## src/rtl/rv32i_pkg.sv

```systemverilog
// Shared RV32I front-end definitions: widths, fetch FSM states and the decode bubble word.
package rv32i_pkg;

    localparam int unsigned XLEN        = 32;
    localparam int unsigned INSTR_BYTES = 4;

    typedef enum logic [1:0] {
        IDLE,
        REQ,
        WAIT,
        DROP
    } fetch_state_t;

    localparam logic [31:0] NOP_INSTR = 32'h0000_0013;

endpackage

```

## src/rtl/fetch_out_buf.sv

```systemverilog
// One-entry valid/ready holding register between fetch and decode.
module fetch_out_buf
    import rv32i_pkg::*;
(
    input  logic            i_clk,
    input  logic            i_rst_n,
    input  logic            i_flush,
    input  logic            i_load,
    input  logic [31:0]     i_instr,
    input  logic [XLEN-1:0] i_pc,
    input  logic            i_ready,
    output logic            o_valid,
    output logic [31:0]     o_instr,
    output logic [XLEN-1:0] o_pc
);

    logic            r_valid;
    logic [31:0]     r_instr;
    logic [XLEN-1:0] r_pc;

    // Flush wins over load so a word racing a redirect never reaches decode.
    always_ff @(posedge i_clk or negedge i_rst_n) begin
        if (!i_rst_n) begin
            r_valid <= 1'b0;
            r_instr <= '0;
            r_pc    <= '0;
        end else if (i_flush) begin
            r_valid <= 1'b0;
        end else if (i_load) begin
            r_valid <= 1'b1;
            r_instr <= i_instr;
            r_pc    <= i_pc;
        end else if (i_ready) begin
            r_valid <= 1'b0;
        end
    end

    assign o_valid = r_valid;
    assign o_instr = r_instr;
    assign o_pc    = r_pc;

endmodule

```

## src/rtl/fetch_unit.sv

```systemverilog
// Instruction fetch stage: single-outstanding imem requester, next-PC generation and
// redirect flush, feeding decode through a one-entry output buffer.
module fetch_unit
    import rv32i_pkg::*;
(
    input  logic            Clk,
    input  logic            Reset_n,
    input  logic [XLEN-1:0] PC_Cur,
    output logic [XLEN-1:0] PC_Next,
    input  logic            Redirect,
    input  logic [XLEN-1:0] Redirect_PC,
    output logic            Imem_Req,
    output logic [XLEN-1:0] Imem_Addr,
    input  logic            Imem_Ready,
    input  logic            Imem_Rvalid,
    input  logic [31:0]     Imem_Rdata,
    output logic            Dec_Valid,
    output logic [31:0]     Dec_Instr,
    output logic [XLEN-1:0] Dec_PC,
    input  logic            Dec_Ready
);

    localparam logic [XLEN-1:0] AlignMask = ~XLEN'(32'd3);

    fetch_state_t    r_state;
    fetch_state_t    w_state_d;
    logic [XLEN-1:0] r_req_pc;
    logic            w_buf_free;
    logic            w_accept;
    logic            w_load;

    assign w_buf_free = !Dec_Valid || Dec_Ready;
    assign Imem_Req   = (r_state == REQ) && w_buf_free && !Redirect;
    assign Imem_Addr  = PC_Cur & AlignMask;
    assign w_accept   = Imem_Req && Imem_Ready;
    assign w_load     = (r_state == WAIT) && Imem_Rvalid && !Redirect;

    always_comb begin
        PC_Next = PC_Cur;
        if (Redirect) begin
            PC_Next = Redirect_PC & AlignMask;
        end else if (w_accept) begin
            PC_Next = PC_Cur + XLEN'(INSTR_BYTES);
        end
    end

    // A redirect never forces a transition by itself; it only suppresses the accept
    // in REQ, the buffer load in WAIT, and turns a response-less WAIT into DROP.
    always_comb begin
        w_state_d = r_state;
        unique case (r_state)
            IDLE: w_state_d = REQ;
            REQ:  if (w_accept) w_state_d = WAIT;
            WAIT: begin
                if (Imem_Rvalid) begin
                    w_state_d = REQ;
                end else if (Redirect) begin
                    w_state_d = DROP;
                end
            end
            DROP: if (Imem_Rvalid) w_state_d = REQ;
            default: w_state_d = IDLE;
        endcase
    end

    always_ff @(posedge Clk or negedge Reset_n) begin
        if (!Reset_n) begin
            r_state  <= IDLE;
            r_req_pc <= '0;
        end else begin
            r_state <= w_state_d;
            if (w_accept) begin
                r_req_pc <= PC_Cur;
            end
        end
    end

    fetch_out_buf u_out_buf (
        .i_clk   (Clk),
        .i_rst_n (Reset_n),
        .i_flush (Redirect),
        .i_load  (w_load),
        .i_instr (Imem_Rdata),
        .i_pc    (r_req_pc),
        .i_ready (Dec_Ready),
        .o_valid (Dec_Valid),
        .o_instr (Dec_Instr),
        .o_pc    (Dec_PC)
    );

endmodule

```

## config.mk

```make
export PLATFORM = sky130hd
export DESIGN_NAME = fetch_unit
export DESIGN_NICKNAME = d
export VERILOG_FILES = /design/src/rtl/rv32i_pkg.sv /design/src/rtl/fetch_out_buf.sv /design/src/rtl/fetch_unit.sv
export SDC_FILE = /design/constraint.sdc
export NUM_CORES = 1
export LEC_CHECK = 0
export ABC_AREA = 0
export CORE_UTILIZATION = 30
export DETAILED_ROUTE_END_ITERATION = 6
export PLACE_DENSITY = 0.61
export SKIP_LAST_GASP = 1
export SYNTH_ARGS = -nofsm -noshare
export SYNTH_HDL_FRONTEND = slang
export SYNTH_SLANG_ARGS = --single-unit
```

## constraint.sdc

```tcl
create_clock -name Clk -period 3.85 [get_ports Clk]
set_input_delay 0.77 -clock Clk [delete_from_list [all_inputs] [get_ports Clk]]
set_output_delay 0.77 -clock Clk [all_outputs]
set_load 0.01 [all_outputs]
```

==> out/metrics.cfg <==
[die]
initial_utilization_pct=31.2
coreArea_um2=16100
chipHeight_um=132
std_cell_rows=46
die_w_um=132
boundaryPins=232
design.die.area_um2=17300

[critical_path]
cp.required_ns=3.08
critPathKind=in2out
worstSetupStartpointType=input pin
r2r_end=u_out_buf.o_instr[6]
rr_worst_depth=5
path_max_fanout=5
critPathCaptureType=primary output
rrSetupSlack_ns=1.71
cp.arrival_ns=2.93
r2r_start=r_state[0]

[clock_tree]
cts_max_level=3
clk-insertion-delay-late_ns=0.34
cts_sinks=99
clk_pin_slew_ns=0.07
cts_max_path_buffers=2
cts_tree=yes
cts_inserted_buffers=9
cts_root_buf=clkbuf_16

[timing]
clock_skew_ns=0.0105
tightest_slew_ns=0.911
relSlewSlack_pct=39.3
fin_ws_ns=0.147
hold_viol_final=0
drv_slew=0
layout_min_cycle_time_ns=3.70
setup_viol=0
min_period_over_period_pct=96.2
rsz0062_at_grt=no
fmax_ghz=0.270
hold-worst-slack_ns=0.254

[cells_and_area]
utilization_pct=49.5
area_delta_synth_final_pct=58.6
fillCellCount=1458
final_area_um2=7980
fin_nets=772
multiInputGateArea_um2=2210
seqCellArea_um2=2480
fin_cells=887
drive_gt1_share_pct=25.6
num_antenna_cells=0

[synth]
ys_ff_latch=99
yosysSeqAreaShare_pct=49.2
yosysUniqueCellTypes=34
yosysWarnings=0
synth_area_um2=5030
syn_avg_cell_area_um2=11.6
syn_inst=435

[power]
p_leak_nw=3.60
vdd_drop_max_uv=256
power_density_nw_per_um2=545

[route]
viasPerCell=4.57
dr.pass1.iters=4
wl_um=14200
drt.antenna.violating_nets=0
post_drt_wl_per_cell_um=16.0
drc=0
drt_iter0_drc=158
num_vias=4051

[global_route]
overflow=0
grt_use_total_pct=16.9
antenna_found_initial=0
grt_pass1_wl_um=23100
grt_max_degree=66
grt_pass1_vias=4321

[place]
gp_congestion=0.792
hpwlAfterDp_um=10600
dpl_cell_area_um2=7590
io_buffer_count=227
pre_cts_ws_ns=-0.119
place_inst=867

[outcome]
outcome=completed

[worst_hold_path]
min_path_type=in2async

[job]
maxCapViolCount=0

-- worst max path at each step --
stage | start | end | slack, ns
2_1_floorplan | Redirect | PC_Next[31] | 1.08
3_3_place_gp | PC_Cur[2] | PC_Next[20] | -0.11
3_5_place_dp | PC_Cur[2] | PC_Next[24] | -0.12
4_1_cts | PC_Cur[2] | PC_Next[24] | -0.07
5_1_grt | PC_Cur[2] | PC_Next[22] | 0.03
6_report | PC_Cur[2] | PC_Next[28] | 0.15
-- cells in the mapped netlist, drive strengths merged --
cell type  count  area [µm²]
mux2i          1        10.0
and2b          1        8.76
dfrtp         99        2480
or3            1        11.3
o21ai         35         175
nand4         16         115
xor2          12         105
and3           4        25.0
xnor2         17         149
mux2          91        1020
ha             4        50.1
nand3          6        30.0
nand2b         1        8.76
nor2b          3        18.8
inv            5        18.8
nor4           5         106
and4           5        46.3
nor3           4        25.0
o32ai          1        8.76
a21oi          2        10.0
and2           2        12.5
nor2          10        37.5
conb           1        3.75
or2            1        6.26
nand2         53         199
buf           46         315
clkbuf         9        33.8
-- cells in the final DEF, fill, tap and decap left out, types with 2 or more instances in the layout --
master / n
a21oi_1: 2
and2_1: 2
and3_1: 3
and4_1: 4
buf_12: 3
buf_4: 43
buf_6: 2
clkbuf_16: 9
clkbuf_8: 2
clkdlybuf4s50_1: 202
clkinv_2: 2
conb_1: 2
dfrtp_1: 99
dlygate4sd2_1: 8
dlymetal6s2s_1: 15
ha_1: 4
inv_1: 5
inv_6: 2
mux2_2: 91
nand2_1: 52
nand3_1: 5
nand4_1: 15
nor2_1: 10
nor2b_1: 3
nor3_1: 2
nor3_2: 2
nor4_4: 5
o21ai_0: 30
o21ai_1: 5
xnor2_1: 17
xor2_1: 12
-- critical path, stage by stage --
cell,delay [ns]
clkdlybuf4s50_1,0.48
ha_1,0.19
and4_4,0.25
nand4_4,0.16
buf_4,0.20
nor4_4,0.26
xnor2_1,0.20
o21ai_1,0.10
dlygate4sd2_1,0.31
-- where the power goes --
group / switching (mW) / internal (mW) / leakage, nW
clock network: 0.399 / 0.542 / 0.156
logic: 0.614 / 1.06 / 2.18
registers: 0.230 / 1.51 / 1.26
total: 1.24 / 3.11 / 3.60
-- cell type report --
cell class,count,share of cell area (%)
repair buffers,274,33.7
flip-flops and latches,99,31.0
multi-input cells,277,27.7
well taps,216,3.39
clock buffers,11,3.17
clock inverters,5,0.721
inverters,5,0.235
-- routing by layer --
metal	GRT usage, %	wire length (µm)	share of wire [%]	vias up
li1	-	-	-	1930
met1	20.6	6010	42	1988
met2	29.7	7280	51	124
met3	3.97	768	5.4	9
met4	4.72	146	1.0	0
met5	0	0	0	-
-- logic make-up after synthesis --
logic type / after synthesis / share of synthesized area (%)
simple gates: 112 / 12.9
flops: 99 / 49.2
mux: 92 / 20.6
buf+inv: 60 / 7.31
compound gates: 38 / 3.85
xor+xnor: 29 / 5.05
fa+ha+maj: 4 / 0.995
other cells: 1 / 0.0745
-- per-stage QoR --
stage	setup TNS (ns)	power, mW
final	0	4.35
after global routing	0	4.62
after CTS	-0.141	4.42
after detailed placement	-0.812	3.46
after global placement	-0.622	3.40
after floorplan	0	2.46
-- state kept, by name, summed over array words and instances (netlist names) --
signal,count
u_out_buf.o_valid,1
r_req_pc,32
r_state,2
u_out_buf.o_pc,32
u_out_buf.o_instr,32
-- timing repair --
item,CTS,global route
pin swaps,3,3
gates resized for setup,9,18
endpoints found under the hold margin,0,0
hold buffers,0,0
setup buffers,2,2
endpoints found under the setup margin,14,15
Note: power is estimated with default switching activity, not from simulation.
